**src/rtl/if_fetch_unit_pkg.sv**
```systemverilog
`default_nettype none
// ============================================================================
//  Module      : if_fetch_unit_pkg
//  Description : Shared constants and fetch-state encoding for the IF stage.
//  Revision    : 1.0 - initial release
// ============================================================================
package if_fetch_unit_pkg;

    localparam int          c_xlen             = 32;
    localparam logic [31:0] c_reset_pc_default = 32'h0000_0000;
    localparam logic [31:0] c_pc_step_default  = 32'd4;

    localparam logic [1:0] c_st_idle  = 2'd0;
    localparam logic [1:0] c_st_fetch = 2'd1;
    localparam logic [1:0] c_st_have  = 2'd2;
    localparam logic [1:0] c_st_kill  = 2'd3;

endpackage
`default_nettype wire

```
**src/rtl/if_fetch_unit.sv**
```systemverilog
`default_nettype none
// ============================================================================
//  Module      : if_fetch_unit
//  Description : Instruction-fetch stage: PC register, imem req/ack handshake,
//                branch redirect and stall handling.
//  Revision    : 1.0 - initial release
// ============================================================================
module if_fetch_unit
    import if_fetch_unit_pkg::*;
#(
    parameter logic [c_xlen-1:0] RESET_PC = c_reset_pc_default,
    parameter logic [c_xlen-1:0] PC_STEP  = c_pc_step_default
) (
    input  logic              clk,
    input  logic              rst_n_i,
    input  logic              start_i,
    input  logic              stall_i,
    input  logic              dmem_stall_i,
    input  logic              branch_taken_i,
    input  logic [c_xlen-1:0] branch_target_i,
    output logic              imem_req_o,
    output logic [c_xlen-1:0] imem_addr_o,
    input  logic              imem_ack_i,
    input  logic [c_xlen-1:0] imem_rdata_i,
    output logic              start_o,
    output logic [c_xlen-1:0] pc_o,
    output logic [c_xlen-1:0] instr_o,
    output logic              if_flush_o,
    output logic              mem_stall_o
);

    logic [1:0]        r_state;
    logic [c_xlen-1:0] r_pc;
    logic [c_xlen-1:0] r_instr;
    logic [c_xlen-1:0] r_redir;
    logic              r_start;

    logic [1:0]        w_state_nxt;
    logic [c_xlen-1:0] w_pc_nxt;
    logic [c_xlen-1:0] w_instr_nxt;
    logic [c_xlen-1:0] w_redir_nxt;
    logic              w_redir;
    logic [c_xlen-1:0] w_target;

    assign w_redir  = branch_taken_i && !dmem_stall_i;
    assign w_target = branch_target_i & ~c_xlen'(3);

    always_comb begin
        w_state_nxt = r_state;
        w_pc_nxt    = r_pc;
        w_instr_nxt = r_instr;
        w_redir_nxt = r_redir;
        case (r_state)
            c_st_idle: begin
                if (start_i) begin
                    w_state_nxt = c_st_fetch;
                end
            end
            c_st_fetch: begin
                if (imem_ack_i) begin
                    if (w_redir) begin
                        w_pc_nxt = w_target;
                    end else begin
                        w_instr_nxt = imem_rdata_i;
                        w_state_nxt = c_st_have;
                    end
                end else if (w_redir) begin
                    w_redir_nxt = w_target;
                    w_state_nxt = c_st_kill;
                end
            end
            c_st_kill: begin
                // The stale response still has to be absorbed before re-fetching.
                if (w_redir) begin
                    w_redir_nxt = w_target;
                end
                if (imem_ack_i) begin
                    w_pc_nxt    = w_redir ? w_target : r_redir;
                    w_state_nxt = c_st_fetch;
                end
            end
            default: begin
                if (!dmem_stall_i) begin
                    if (w_redir) begin
                        w_pc_nxt    = w_target;
                        w_state_nxt = c_st_fetch;
                    end else if (!stall_i) begin
                        w_pc_nxt    = r_pc + PC_STEP;
                        w_state_nxt = c_st_fetch;
                    end
                end
            end
        endcase
    end

    always_ff @(posedge clk or negedge rst_n_i) begin
        if (!rst_n_i) begin
            r_state <= c_st_idle;
            r_pc    <= RESET_PC;
            r_instr <= '0;
            r_redir <= '0;
            r_start <= 1'b0;
        end else begin
            r_state <= w_state_nxt;
            r_pc    <= w_pc_nxt;
            r_instr <= w_instr_nxt;
            r_redir <= w_redir_nxt;
            r_start <= r_start | start_i;
        end
    end

    assign imem_req_o  = (r_state == c_st_fetch) || (r_state == c_st_kill);
    assign imem_addr_o = r_pc;
    assign start_o     = r_start;
    assign pc_o        = r_pc;
    assign instr_o     = r_instr;
    // Flush is combinational from the inputs, so it must be masked while reset is held.
    assign if_flush_o  = w_redir && rst_n_i;
    assign mem_stall_o = r_start && imem_req_o;

endmodule
`default_nettype wire

```
**config.mk**
```make
export PLATFORM = sky130hd
export DESIGN_NAME = if_fetch_unit
export DESIGN_NICKNAME = d
export VERILOG_FILES = /design/src/rtl/if_fetch_unit_pkg.sv /design/src/rtl/if_fetch_unit.sv
export SDC_FILE = /design/constraint.sdc
export NUM_CORES = 1
export LEC_CHECK = 0
export BUFFER_PORTS_ARGS = -buffer_cell sky130_fd_sc_hd__buf_2
export CELL_PAD_IN_SITES_DETAIL_PLACEMENT = 1
export CELL_PAD_IN_SITES_GLOBAL_PLACEMENT = 1
export CORE_MARGIN = 2
export CORE_UTILIZATION = 42
export DETAILED_ROUTE_END_ITERATION = 8
export MAX_ROUTING_LAYER = met4
export PLACE_DENSITY_LB_ADDON = 0.1
export SLEW_MARGIN = 40
export SYNTH_ARGS = -nofsm -noshare
export SYNTH_HDL_FRONTEND = slang
export SYNTH_SLANG_ARGS = --single-unit
```
**constraint.sdc**
```tcl
create_clock -name clk -period 3.07 [get_ports clk]
set_input_delay 0.4605 -clock clk [delete_from_list [all_inputs] [get_ports clk]]
set_output_delay 0.4605 -clock clk [all_outputs]
set_load 0.02 [all_outputs]
```
==> flow_summary.json <==
{
  "setup_violations": 0,
  "synth_edf_count": 0,
  "synthTopCellsByArea": "dfrtp_1 45%, mux2_2 8.7%, mux2i_1 4.7%",
  "postLayoutCoreUtil": 0.518,
  "numCtsBuffers": 9,
  "track_usage": 0.236,
  "rsz0062_at_grt": "no",
  "post_drt_wl_per_cell_um": 18.9,
  "vdd_drop_max_v": 0.000548,
  "drt_iter0_drc": 277,
  "wl_met3_mm": 1.01,
  "leakage_nw": 3.05,
  "grt_pass1_wl_mm": 25.8,
  "fill_cells": 1470,
  "powerDensity_nw_per_um2": 1120,
  "hold_viol_final": 0,
  "seqPwrFrac": 0.343,
  "gp_congestion": 0.795,
  "synthToLayoutAreaGrowth_pct": 19.3,
  "status": "complete, no violations",
  "synth-main-ff-cell": "dfrtp_1",
  "worstPathArrival_ns": 2.73,
  "async_flop_share": 1.00,
  "first_global_vias": 5027,
  "fin_nets": 737,
  "synth.top_cell.area_share": 0.447,
  "grt.overflow.total": 0,
  "die_w_um": 119,
  "grt_max_degree": 39,
  "synth.avg_cell_area_um2": 10.5,
  "cts_tree": "yes",
  "period_share": 0.819,
  "layout_commonest_cell": "buf_2",
  "top_layer": "met4",
  "clk_latency_ns": 0.36,
  "drtAntennaViolNets": 0,
  "core-area_um2": 12800,
  "wl_met2_mm": 7.79,
  "drc": 0,
  "start_util": 0.434,
  "port_buffers": 168,
  "intPower_mw": 3.98,
  "syn_inst": 527,
  "maxCapViolations": 0,
  "final_area_um2": 6610,
  "path_cells": "ha_1 > nor2_2 > inv_2 > nand2b_1 > o211a_2 > mux2i_1 > o221ai_1",
  "synth_top_area_cell": "dfrtp_1",
  "finalSetupTns_ns": 0,
  "synth-seq-area-share": 0.447,
  "clkPwrFrac": 0.148,
  "fin_crit_ns": 2.51,
  "critPathKind": "flop to flop",
  "relSlewSlack": 0.502,
  "sw_frac_of_total": 0.464,
  "wirelength_mm": 15.9,
  "cts_hold_buf": 0,
  "p_switching_mw": 3.45,
  "drive_gt1_frac": 0.393,
  "postCtsSetupBuffers": 0,
  "maxSlewViolCount": 0,
  "crit_required_ns": 3.29,
  "fmax_mhz": 398,
  "hold_slack_ns": 0.0207,
  "synth_cell_types": 59,
  "first_pass_iters": 4,
  "synth_fp_nets": 602,
  "cts_sinks": 99,
  "critPathCaptureType": "flop",
  "ios": 171,
  "p_total_mw": 7.43,
  "dp_hpwl_mm": 11.2,
  "synthesis.area_um2": 5540,
  "multi_input_area_um2": 2650,
  "dieArea_um2": 14100,
  "slowest_stage": "o211a_2",
  "num_vias": 4692,
  "cts_resized": 0,
  "postPlaceCellArea_um2": 6330,
  "viasPerCell": 5.58,
  "die_h_um": 119,
  "worst-path-max-fanout": 18,
  "cts_htree_levels": 3,
  "tightest_slew_ns": 0.742,
  "rows": 41,
  "seqCellArea_um2": 2480,
  "combPwrFrac": 0.509,
  "start_kind": "flop",
  "cpPeakStageDelay_ns": 0.58,
  "cts_root_buf": "clkbuf_16",
  "drt-met1-wl_mm": 6.96,
  "hold_class": "primary input to async pin",
  "final_cell_mix": "167 x buf_2, 99 x dfrtp_1, 46 x nand2_1",
  "ys.warnings.count": 0,
  "cts.path.max_buffers": 2,
  "crit_buf_inv": 1,
  "path_clk_slew_ns": 0.07,
  "crit_family": "compound AO/OA/AOI/OAI gates",
  "antenna_found_initial": 2,
  "cp-startpoint": "r_state[0]",
  "r2r-start": "r_state[0]",
  "clock_skew_ns": 0.0118,
  "synth-seq-cells": 99
}
[Yosys cell counts, drive strengths merged, types with 2 or more instances]
cell type and count:
and2 6, a22o 6, nor2 33, inv 10
a41oi 2, nor4 8, o311ai 3, ha 4
and3 5, nand2 48, nand3 18, nand3b 2
o221ai 2, a222oi 3, nand2b 4, a221oi 5
o21ai 41, xor2 9, mux2 62, buf 52
a22oi 9, o211ai 14, mux2i 26, nor3 6
dfrtp 99, nand4 11, a21oi 17, clkbuf 6
[sequential cells by signal, indices dropped and copies added, names as in the netlist]
name and flops:
instr_o 32, start_o 1, r_state 2, r_redir 32, imem_addr_o 32
[cells by family (layout without fill, tap and decap cells)]
group / Yosys count / in the layout / synth area share
adders and majority gates: 4 / 4 / 0.00903
other: 0 / 2 / 0
and+or+nand+nor: 146 / 146 / 0.144
buffers and inverters: 68 / 208 / 0.0754
muxes: 88 / 88 / 0.173
AOI/OAI and AO/OA: 112 / 112 / 0.136
xor gates and xnor gates: 10 / 10 / 0.0158
DFF: 99 / 99 / 0.447
[path summary, 6_finish.rpt]
kind,endpoint,slack [ns],cells past startpoint
max in group asynchronous,instr_o[20],2.20,2
setup / recovery,imem_addr_o[20],0.56,7
min in group clk,instr_o[2],0.31,2
hold / removal,imem_addr_o[9],0.02,1
setup reg to reg,imem_addr_o[20],0.56,7
hold reg to reg,instr_o[15],0.49,1
[worst register-to-register path, stage by stage (launching register included)]
cell and delay, ns:
dfrtp_1 0.42, ha_1 0.38, nor2_2 0.29, inv_2 0.15
nand2b_1 0.12, o211a_2 0.58, mux2i_1 0.29, o221ai_1 0.14
[layer usage]
metal | vias to the layer above | global-route usage
li1 | 2165 | -
met1 | 2366 | 0.292
met2 | 148 | 0.388
met3 | 13 | 0.0661
met4 | 0 | 0.0536
met5 | - | -
[power by group through the flow]
stage                     clock, mW  combinational (mW)  sequential (mW)
after floorplan                   0                2.37             2.93
after global placement            0                3.70             2.52
after detailed placement          0                3.81             2.57
after CTS                      1.14                3.82             2.55
after global routing           1.19                4.11             2.66
final                          1.10                3.78             2.55
[cell type report]
| class | instances | share of cell area |
|---|---|---|
| well taps | 172 | 0.0325 |
| multi-input cells | 360 | 0.401 |
| clock buffers | 11 | 0.0352 |
| repair buffers | 182 | 0.143 |
| clock inverters | 5 | 0.00681 |
| diodes | 2 | 0.000757 |
| flip-flops and latches | 99 | 0.375 |
| inverters | 10 | 0.00568 |
[metrics by stage]
stage,worst slack [ns],cells
6_report,0.557,841
5_1_grt,0.403,841
4_1_cts,0.517,839
2_1_floorplan,1.11,527
3_5_place_dp,0.559,823
3_3_place_gp,0.651,823
Power figures use the tool's default switching activity.
